File: src/rtl/sprite_fetch_pkg.sv
// Shared definitions for the sprite fetch block: coordinate/colour widths,
// element codes, the element size table and the slot record layout.
package sprite_fetch_pkg;

  localparam int unsigned COORD_W  = 10;
  localparam int unsigned COLOUR_W = 12;

  // Palette value the sprite artwork uses for see-through pixels.
  localparam logic [COLOUR_W-1:0] TRANSPARENT_COLOUR = 12'hF0F;

  typedef enum logic [2:0] {
    EL_NONE = 3'd0,
    EL_1    = 3'd1,
    EL_2    = 3'd2,
    EL_3    = 3'd3,
    EL_4    = 3'd4,
    EL_5    = 3'd5,
    EL_6    = 3'd6,
    EL_7    = 3'd7
  } element_t;

  typedef enum logic [2:0] {
    S_IDLE,
    S_SCAN,
    S_REQ,
    S_WAIT,
    S_DONE
  } state_t;

  typedef struct packed {
    logic               active;
    logic [2:0]         element;
    logic [COORD_W-1:0] x;
    logic [COORD_W-1:0] y;
  } slot_t;

  // Square sprite edge length per element; zero marks a non-fetchable element.
  function automatic logic [5:0] elem_size(input logic [2:0] el);
    case (el)
      EL_1, EL_2, EL_5: elem_size = 6'd25;
      EL_3:             elem_size = 6'd20;
      default:          elem_size = 6'd0;
    endcase
  endfunction

endpackage

File: src/rtl/sprite_fetch_if.sv
// Pixel request, slot write, sprite memory and result signals of sprite_fetch.
interface sprite_fetch_if import sprite_fetch_pkg::*; #(
  parameter int unsigned SLOTS = 4
);
  localparam int unsigned IDX_W = $clog2(SLOTS);

  logic [COORD_W-1:0]  pixel_x;
  logic [COORD_W-1:0]  pixel_y;
  logic                pixel_valid;

  logic                wr_en;
  logic [IDX_W-1:0]    wr_slot;
  logic [COORD_W-1:0]  wr_x;
  logic [COORD_W-1:0]  wr_y;
  logic [2:0]          wr_element;
  logic                wr_active;

  logic                read_enable;
  logic [9:0]          address_sprite;
  logic [2:0]          element;
  logic [COLOUR_W-1:0] mem_data;

  logic [COLOUR_W-1:0] colour;
  logic                colour_valid;
  logic                hit;
  logic                busy;

  modport slave (
    input  pixel_x, pixel_y, pixel_valid,
    input  wr_en, wr_slot, wr_x, wr_y, wr_element, wr_active,
    input  mem_data,
    output read_enable, address_sprite, element,
    output colour, colour_valid, hit, busy
  );

  modport master (
    output pixel_x, pixel_y, pixel_valid,
    output wr_en, wr_slot, wr_x, wr_y, wr_element, wr_active,
    output mem_data,
    input  read_enable, address_sprite, element,
    input  colour, colour_valid, hit, busy
  );

endinterface

File: src/rtl/sprite_slot_regs.sv
// Sprite slot register file: one write port, one combinational indexed read port.
module sprite_slot_regs import sprite_fetch_pkg::*; #(
  parameter int unsigned SLOTS = 4,
  parameter int unsigned IDX_W = $clog2(SLOTS)
) (
  input  logic             clk,
  input  logic             reset,
  input  logic             i_wr_en,
  input  logic [IDX_W-1:0] i_wr_idx,
  input  slot_t            i_wr_slot,
  input  logic [IDX_W-1:0] i_rd_idx,
  output slot_t            o_rd_slot
);

  slot_t r_slots [SLOTS];

  // Slot storage; reset leaves every slot inactive at (0,0) with element 0.
  always_ff @(posedge clk or posedge reset) begin
    if (reset) begin
      for (int unsigned i = 0; i < SLOTS; i++) begin
        r_slots[i] <= '0;
      end
    end else if (i_wr_en) begin
      r_slots[i_wr_idx] <= i_wr_slot;
    end
  end

  assign o_rd_slot = r_slots[i_rd_idx];

endmodule

File: src/rtl/sprite_fetch.sv
// Resolves one pixel against the sprite slots: scans slots in ascending order,
// fetches the covering sprite texel and skips transparent texels.
module sprite_fetch import sprite_fetch_pkg::*; #(
  parameter int unsigned        SLOTS        = 4,
  parameter int unsigned        READ_LATENCY = 2,
  parameter logic [COLOUR_W-1:0] BG_COLOUR   = 12'h000,
  parameter logic [COLOUR_W-1:0] TRANSPARENT = TRANSPARENT_COLOUR
) (
  input  logic          clk,
  input  logic          reset,
  sprite_fetch_if.slave bus
);

  localparam int unsigned       IDX_W     = $clog2(SLOTS);
  localparam int unsigned       WCNT_W    = $clog2(READ_LATENCY + 1);
  localparam logic [IDX_W-1:0]  LAST_IDX  = IDX_W'(SLOTS - 1);
  localparam logic [WCNT_W-1:0] WAIT_INIT = WCNT_W'(READ_LATENCY - 1);

  state_t              r_state;
  state_t              w_next;
  logic [IDX_W-1:0]    r_idx;
  logic [COORD_W-1:0]  r_px;
  logic [COORD_W-1:0]  r_py;
  logic [9:0]          r_addr;
  logic [2:0]          r_elem;
  logic [COLOUR_W-1:0] r_colour;
  logic                r_hit;
  logic [WCNT_W-1:0]   r_wait;

  slot_t               w_wr_slot;
  slot_t               w_slot;
  logic [5:0]          w_size;
  logic [10:0]         w_end_x;
  logic [10:0]         w_end_y;
  logic [9:0]          w_dx;
  logic [9:0]          w_dy;
  logic [9:0]          w_addr;
  logic                w_hit;
  logic                w_last;
  logic                w_transparent;

  assign w_wr_slot = {bus.wr_active, bus.wr_element, bus.wr_x, bus.wr_y};

  sprite_slot_regs #(
    .SLOTS (SLOTS),
    .IDX_W (IDX_W)
  ) u_slots (
    .clk       (clk),
    .reset     (reset),
    .i_wr_en   (bus.wr_en),
    .i_wr_idx  (bus.wr_slot),
    .i_wr_slot (w_wr_slot),
    .i_rd_idx  (r_idx),
    .o_rd_slot (w_slot)
  );

  // Coverage test uses 11-bit end coordinates so sprites near 1023 do not wrap.
  assign w_size        = elem_size(w_slot.element);
  assign w_end_x       = {1'b0, w_slot.x} + {5'b0, w_size};
  assign w_end_y       = {1'b0, w_slot.y} + {5'b0, w_size};
  assign w_dx          = r_px - w_slot.x;
  assign w_dy          = r_py - w_slot.y;
  assign w_addr        = w_dy * {4'b0, w_size} + w_dx;
  assign w_hit         = w_slot.active && (w_size != 6'd0)
                      && (r_px >= w_slot.x) && ({1'b0, r_px} < w_end_x)
                      && (r_py >= w_slot.y) && ({1'b0, r_py} < w_end_y);
  assign w_last        = (r_idx == LAST_IDX);
  assign w_transparent = (bus.mem_data == TRANSPARENT);

  // State register.
  always_ff @(posedge clk or posedge reset) begin
    if (reset) r_state <= S_IDLE;
    else       r_state <= w_next;
  end

  // Next-state logic.
  always_comb begin
    w_next = r_state;
    case (r_state)
      S_IDLE: if (bus.pixel_valid) w_next = S_SCAN;
      S_SCAN: begin
        if (w_hit)       w_next = S_REQ;
        else if (w_last) w_next = S_DONE;
      end
      S_REQ:  w_next = S_WAIT;
      S_WAIT: begin
        if (r_wait == '0) begin
          if (!w_transparent || w_last) w_next = S_DONE;
          else                          w_next = S_SCAN;
        end
      end
      S_DONE: w_next = S_IDLE;
      default: w_next = S_IDLE;
    endcase
  end

  // State-decoded strobes.
  always_comb begin
    bus.read_enable  = 1'b0;
    bus.colour_valid = 1'b0;
    bus.busy         = 1'b1;
    case (r_state)
      S_IDLE: bus.busy         = 1'b0;
      S_REQ:  bus.read_enable  = 1'b1;
      S_DONE: bus.colour_valid = 1'b1;
      default: ;
    endcase
  end

  // Datapath: pixel latch, slot index, fetch address, latency count and result.
  always_ff @(posedge clk or posedge reset) begin
    if (reset) begin
      r_idx    <= '0;
      r_px     <= '0;
      r_py     <= '0;
      r_addr   <= '0;
      r_elem   <= '0;
      r_colour <= BG_COLOUR;
      r_hit    <= 1'b0;
      r_wait   <= '0;
    end else begin
      case (r_state)
        S_IDLE: begin
          if (bus.pixel_valid) begin
            r_px  <= bus.pixel_x;
            r_py  <= bus.pixel_y;
            r_idx <= '0;
          end
        end
        S_SCAN: begin
          if (w_hit) begin
            r_addr <= w_addr;
            r_elem <= w_slot.element;
          end else if (w_last) begin
            r_colour <= BG_COLOUR;
            r_hit    <= 1'b0;
          end else begin
            r_idx <= r_idx + IDX_W'(1);
          end
        end
        S_REQ: r_wait <= WAIT_INIT;
        S_WAIT: begin
          if (r_wait != '0) begin
            r_wait <= r_wait - WCNT_W'(1);
          end else if (!w_transparent) begin
            r_colour <= bus.mem_data;
            r_hit    <= 1'b1;
          end else if (w_last) begin
            r_colour <= BG_COLOUR;
            r_hit    <= 1'b0;
          end else begin
            r_idx <= r_idx + IDX_W'(1);
          end
        end
        default: ;
      endcase
    end
  end

  assign bus.address_sprite = r_addr;
  assign bus.element        = r_elem;
  assign bus.colour         = r_colour;
  assign bus.hit            = r_hit;

endmodule

File: src/flat_wrapper.sv
// flat-port wrapper written by rule: the top's interface ports become plain ports
module sprite_fetch_flat import sprite_fetch_pkg::*;
#(
  parameter int unsigned        SLOTS        = 4,
  parameter int unsigned        READ_LATENCY = 2,
  parameter logic [COLOUR_W-1:0] BG_COLOUR   = 12'h000,
  parameter logic [COLOUR_W-1:0] TRANSPARENT = TRANSPARENT_COLOUR
)
  (clk, reset, bus_pixel_x, bus_pixel_y, bus_pixel_valid, bus_wr_en, bus_wr_slot, bus_wr_x, bus_wr_y, bus_wr_element, bus_wr_active, bus_mem_data, bus_read_enable, bus_address_sprite, bus_element, bus_colour, bus_colour_valid, bus_hit, bus_busy);
  sprite_fetch_if #(.SLOTS(SLOTS)) bus_i ();
  input  logic clk;
  input  logic reset;
  input wire logic [$bits(bus_i.pixel_x)-1:0] bus_pixel_x;
  input wire logic [$bits(bus_i.pixel_y)-1:0] bus_pixel_y;
  input wire logic [$bits(bus_i.pixel_valid)-1:0] bus_pixel_valid;
  input wire logic [$bits(bus_i.wr_en)-1:0] bus_wr_en;
  input wire logic [$bits(bus_i.wr_slot)-1:0] bus_wr_slot;
  input wire logic [$bits(bus_i.wr_x)-1:0] bus_wr_x;
  input wire logic [$bits(bus_i.wr_y)-1:0] bus_wr_y;
  input wire logic [$bits(bus_i.wr_element)-1:0] bus_wr_element;
  input wire logic [$bits(bus_i.wr_active)-1:0] bus_wr_active;
  input wire logic [$bits(bus_i.mem_data)-1:0] bus_mem_data;
  output wire logic [$bits(bus_i.read_enable)-1:0] bus_read_enable;
  output wire logic [$bits(bus_i.address_sprite)-1:0] bus_address_sprite;
  output wire logic [$bits(bus_i.element)-1:0] bus_element;
  output wire logic [$bits(bus_i.colour)-1:0] bus_colour;
  output wire logic [$bits(bus_i.colour_valid)-1:0] bus_colour_valid;
  output wire logic [$bits(bus_i.hit)-1:0] bus_hit;
  output wire logic [$bits(bus_i.busy)-1:0] bus_busy;
  assign bus_i.pixel_x = bus_pixel_x;
  assign bus_i.pixel_y = bus_pixel_y;
  assign bus_i.pixel_valid = bus_pixel_valid;
  assign bus_i.wr_en = bus_wr_en;
  assign bus_i.wr_slot = bus_wr_slot;
  assign bus_i.wr_x = bus_wr_x;
  assign bus_i.wr_y = bus_wr_y;
  assign bus_i.wr_element = bus_wr_element;
  assign bus_i.wr_active = bus_wr_active;
  assign bus_i.mem_data = bus_mem_data;
  assign bus_read_enable = bus_i.read_enable;
  assign bus_address_sprite = bus_i.address_sprite;
  assign bus_element = bus_i.element;
  assign bus_colour = bus_i.colour;
  assign bus_colour_valid = bus_i.colour_valid;
  assign bus_hit = bus_i.hit;
  assign bus_busy = bus_i.busy;
  sprite_fetch #(.SLOTS(SLOTS), .READ_LATENCY(READ_LATENCY), .BG_COLOUR(BG_COLOUR), .TRANSPARENT(TRANSPARENT)) u_core (.clk(clk), .reset(reset), .bus(bus_i));
endmodule
File: config.mk
export PLATFORM = sky130hd
export DESIGN_NAME = sprite_fetch_flat
export DESIGN_NICKNAME = d
export VERILOG_FILES = /design/src/rtl/sprite_fetch_pkg.sv /design/src/rtl/sprite_fetch_if.sv /design/src/rtl/sprite_slot_regs.sv /design/src/rtl/sprite_fetch.sv /design/src/flat_wrapper.sv
export SDC_FILE = /design/constraint.sdc
export NUM_CORES = 1
export LEC_CHECK = 0
export CAP_MARGIN = 10
export CORE_UTILIZATION = 40
export DETAILED_ROUTE_END_ITERATION = 16
export SYNTH_ARGS = -nofsm -noshare
export SYNTH_HDL_FRONTEND = slang
export SYNTH_SLANG_ARGS = --single-unit
File: constraint.sdc
create_clock -name clk -period 14.3 [get_ports clk]
set_clock_uncertainty 0.2 [all_clocks]
set_input_delay 2.86 -clock clk [delete_from_list [all_inputs] [get_ports clk]]
set_output_delay 2.86 -clock clk [all_outputs]
set_load 0.1 [all_outputs]
* Word-level counts from Yosys, hierarchy flattened
Cells that the tools add are included.
** Storage, ports and cells
- Output and inout port bits :: 29
- Word-level logic and storage cells :: 115
- Input port bits :: 62
- Bits in registers :: 149
** Cells by class
- Mux-type cells :: 34
- $lt $le $gt $ge :: 7
- Bitwise logic cells :: 2
- Add/sub/neg operators :: 7
- Eq/ne operators :: 17
- Multiply operators :: 1
- Reductions and logical operators :: 22
** Operators with widths (number)
- 96-bit bitwise mux :: 1
- 24-bit 2-to-1 mux :: 3
- 24-bit binary-select mux with 2-bit select :: 1
- 24-bit demux with 2-bit select :: 1
- 12-bit 2-to-1 mux :: 4
- 12-bit case mux with 2 select lines :: 1
- 10-bit by 5-bit adder with 11-bit output :: 2
- 10-bit by 11-bit < comparator with 1-bit output :: 2
- 10-bit greater-or-equal comparator :: 2
- 10-bit subtractor :: 2
- 3-bit 2-to-1 mux :: 5
- 12-bit == test, second input constant :: 1
- 3-bit by 2-bit == test with 1-bit output, second input constant :: 4
- 2-bit 2-to-1 mux :: 6
- 3-bit case mux with 4 select lines :: 1
- 10-bit adder :: 1
- 10-bit by 5-bit multiplier with 10-bit output :: 1
- 5-bit case mux with 2 select lines :: 1
- 1-bit 2-to-1 mux :: 7
- 3-bit by 1-bit == test with 1-bit output, second input constant :: 2
- 3-bit == test, second input constant :: 2
- 3-bit greater-or-equal comparator, second input constant :: 2
- 1-bit logical AND :: 6
- 2-bit by 1-bit != test with 1-bit output, second input constant :: 3
- 21 further kinds :: 29

* Longest topological paths before layout
- Word-level depth :: 15
- Depth in mapped cells :: 28
- Mapped depth without buffers :: 25

* By module
A second synthesis with hierarchy kept.
** Unflattened totals
- Cells, all modules :: 770
- Area total of the unflattened synthesis :: 9235.1 µm²
** Modules (own cells, without submodules)
- sprite_fetch :: cells each 535, area each 5046.1 µm², instances 1, sequential area each 1326.3 µm²
- sprite_slot_regs :: cells each 235, area each 4189.0 µm², instances 1, sequential area each 2402.3 µm²

* Least setup slack after synthesis
OpenSTA, ideal clock, no wires.
- Path type :: register to register
- From :: reg u_core.r_idx[0]
- To :: reg u_core.r_addr[9], in the netlist u_core.bus.address_sprite[9]
- Arrival time :: 6.908 ns
- Period minus slack after synthesis :: 7.236 ns
- Setup time :: 0.128 ns
- Buffers on the path :: 3
- Path slack :: 7.064 ns
- Cell stages (with the launch flop) :: 28
- Required time :: 13.972 ns
- Path through :: dfrtp_1 buf_2 buf_2 buf_1 mux4_2 inv_1 ha_1 o21a_1 o31a_1 o31a_1 o21ai_0 nand2_1 xnor2_1 nor2_1 ha_1 fa_1 fa_1 inv_1 fa_1 inv_1 ha_1 or2_2 a21oi_1 a21oi_1 xor2_1 xnor2_1 xnor3_1 mux2_1
** On the way
- Word-level cells in the longest chain between the ends :: 14
- Elaborated cells between the ends (all ways) :: 27
- Classes of those cells :: 5 x add/sub; 1 x mul; 4 x order compare; 4 x eq/ne; 4 x mux; 1 x bitwise; 8 x reduce/logical
** Ends and longest elaborated chain
- from (decl) :: RTL line sprite_fetch.sv:21 : logic [IDX_W-1:0] r_idx;
- from (signal assigned) :: RTL line sprite_fetch.sv:138 : r_idx <= r_idx + IDX_W'(1);
- from (signal assigned) :: RTL line sprite_fetch.sv:152 : r_idx <= r_idx + IDX_W'(1);
- 2-bit inverter with 3-bit output (not written as such) (*) :: RTL line sprite_slot_regs.sv:28 : assign o_rd_slot = r_slots[i_rd_idx];
- 24-bit binary-select mux with 2-bit select (*) :: RTL line sprite_slot_regs.sv:28
- 24-bit 2-to-1 mux (not written as such) (*) (2 in a row) :: RTL line sprite_slot_regs.sv:28
- branches (longest 10 deep; another with 10-bit subtractor)
- to (signal assigned) :: RTL line sprite_fetch.sv:132 : r_addr <= w_addr;
- to (decl) :: RTL line sprite_fetch.sv:24 : logic [9:0] r_addr;
Mark *: on every way between the ends. The select of a mux whose other input is x is not followed.
A chain may end at the register's enable or synchronous reset.

* Worst setup path after layout
Same ends and word-level chain as after synthesis.

==> flow_metrics.tcl <==
set metrics [dict create \
    cts.sinks 149 \
    drc 0 \
    hold_path.class "reg2reg" \
    htreeDepth 4 \
    hold_buffers 0 \
    final_common_cell "dfrtp_1" \
    wirelength_um 19700 \
    period_share 0.493 \
    layout_min_cycle_time_ps 7050 \
    ys_seq_area_frac 0.408 \
    ant_nets 0 \
    synth-edff-count 0 \
    avgSynthCellArea_um2 12.1 \
    layoutNonFillerInstCount 1149 \
    cts_setup_buffers 0 \
    synth_ff_type "dfrtp_1" \
    ys_async_sr_fraction 1.00 \
    path_class "reg2reg" \
    max_freq_ghz 0.142 \
    setup_viol 0 \
    die_h_um 153 \
    cts-root-buf "clkbuf_16" \
    rsz0062_at_grt "false" \
    synth_fp_nets 920 \
    netlist_area_mm2 0.00915 \
    synthToLayoutAreaGrowth_pct 20.3 \
    vias 6008 \
    synth_seq_cells 149 \
    first_global_vias 6379 \
    dp.cells 1117 \
    antenna_found_initial 0 \
    vias_per_cell 5.23 \
    crit_path_max_incr_delay_ps 610 \
    die-area_mm2 0.0235 \
    grt_max_degree 82 \
    grt_pass1_wl_um 33400 \
    netlist_instances 759 \
    slowest_stage "mux4_2" \
    mostFrequentLayoutCells "149 x dfrtp_1, 107 x mux2_2, 90 x clkdlybuf4s50_1, 81 x inv_1, 73 x ha_1" \
    startpoint "u_core.r_idx[0]$_DFFE_PP0P_" \
    totalNegativeSetupSlack_ps 0 \
    drive_gt1_frac 0.214 \
    place_congestion 0.863 \
    worstReg2RegStart "u_core.r_idx[0]$_DFFE_PP0P_" \
    worst_slew_pin_slew_ps 1020 \
    cts_tree "done" \
    clk_pin_slew_worst_paths_ps 60 \
    die_x_um 153 \
    grt_overflow 0 \
    holdPathEnd "u_core.bus.address_sprite[6]$_DFFE_PP0P_" \
    hpwlAfterDp_um 14400 \
    r2r_slack_ps 7250 \
    placementRows 54 \
    crit_fanout 27 \
    track_usage 0.184 \
    diodes 0 \
    crit_required_ps 14410 \
    status "finished clean" \
    port_buffers 90 \
    fin_nets 1018 \
    initialDrtViolationCount 213 \
    cts-resized-gates 0 \
    avgRoutedWirePerCell_um 17.1 \
    yosys_warnings 0 \
    core_mm2 0.0221 \
    drv_slew 0 \
    cts_buffers 17 \
    cts_buffer_depth 2 \
    hold_path_startpoint "u_core.bus.address_sprite[6]$_DFFE_PP0P_" \
    synth.distinct_cells 57 \
    hold-worst-slack_ps 283 \
    hold_viol 0 \
    worst_r2r_path_depth 25 \
    worstPathArrival_ps 7150 \
    start_kind "flip-flop" \
    final_core_utilization 0.498 \
    firstDrtPassIters 4 \
    clock_latency_ps 430 \
    maxCapViolations 0 \
    io-pin-count 91 \
    slew_headroom 0.320 \
    hold_depth 1 \
    endpoint_kind "flip-flop" \
    r2r-end "u_core.bus.address_sprite[9]$_DFFE_PP0P_" \
    start_util 0.414 \
]
-- per-stage QoR --
stage / setup slack [ps] / instance area, µm²
floorplan: 7060 / 9150
global placement: 7340 / 10400
detailed placement: 7220 / 10400
CTS: 7200 / 11000
global route: 6750 / 11000
finish: 7250 / 11000
-- synth_stat cells, types with 3 or more instances --
cell type / number / area (µm²)
nand3_1: 6 / 30.0
mux4_2: 24 / 541
nand2b_1: 5 / 31.3
nor2_1: 30 / 113
fa_1: 26 / 521
a21o_1: 8 / 60.1
mux2_1: 12 / 135
o21ai_0: 23 / 115
nor2b_1: 8 / 50.1
xnor2_1: 32 / 280
a21boi_0: 3 / 22.5
xor2_1: 5 / 43.8
o21a_1: 6 / 45.0
nand2_1: 27 / 101
buf_1: 3 / 11.3
a31oi_1: 4 / 25.0
ha_1: 73 / 913
nor3_1: 6 / 30.0
buf_2: 3 / 15.0
a22o_1: 12 / 105
a211oi_1: 4 / 30.0
nor3b_1: 6 / 45.0
mux2_2: 107 / 1200
and2_1: 11 / 68.8
inv_2: 3 / 11.3
o21bai_1: 5 / 37.5
a21oi_1: 22 / 110
nand3b_1: 4 / 30.0
dfrtp_1: 149 / 3730
inv_1: 82 / 308
clkbuf_1: 15 / 56.3
-- final cells by class --
type	instances	area, µm²
tap	280	350
timing repair buffer	100	976
clock inverter	13	161
fill	2000	11100
clock buffer	18	439
sequential	149	3730
multi-input combinational	504	5020
inverter	85	324
-- worst max-delay path, delay by kind of cell (launching register included) --
| kind | cells | cell delay [ps] |
|---|---|---|
| fa+ha+maj | 6 | 2390 |
| compound gates | 5 | 960 |
| mux | 2 | 900 |
| xor+xnor | 4 | 900 |
| buf+inv | 4 | 650 |
| simple gates | 4 | 590 |
| flops | 1 | 320 |
-- routing by layer --
metal | vias to the layer above | part of all wire | track usage
li1 | 2882 | - | -
met2 | 72 | 0.47 | 0.298
met4 | 0 | 0.012 | 0.0553
met3 | 19 | 0.022 | 0.0289
met1 | 3035 | 0.49 | 0.254
met5 | - | 0 | 0
-- state kept, by name (all words and copies together), names as in the netlist --
name                       flops
u_core.bus.colour             12
u_core.bus.hit                 1
u_core.bus.address_sprite     10
u_core.u_slots.r_slots        96
u_core.r_idx                   2
u_core.r_py                   10
u_core.r_px                   10
u_core.r_state                 3
u_core.r_wait                  2
u_core.bus.element             3
-- cell families after synthesis --
group | synth area share
DFF | 0.408
buffers and inverters | 0.0439
muxes | 0.208
adders and majority gates | 0.157
xor gates and xnor gates | 0.0379
and+or+nand+nor | 0.0674
AOI/OAI and AO/OA | 0.0780
-- worst max-delay path by stage --
stage | to | depth (start not counted) | slack (ps)
6_report | u_core.bus.address_sprite[9]$_DFFE_PP0P_ | 25 | 7250
5_1_grt | u_core.bus.address_sprite[9]$_DFFE_PP0P_ | 25 | 6750
4_1_cts | u_core.bus.address_sprite[9]$_DFFE_PP0P_ | 25 | 7200
3_5_place_dp | u_core.bus.address_sprite[9]$_DFFE_PP0P_ | 25 | 7220
3_3_place_gp | u_core.bus.address_sprite[9]$_DFFE_PP0P_ | 25 | 7340
2_1_floorplan | u_core.bus.address_sprite[9]$_DFFE_PP0P_ | 27 | 7060
Power is left out: the tool's default activity adds up to more than one toggle a clock period on the data nets, which glitch-free logic cannot reach.
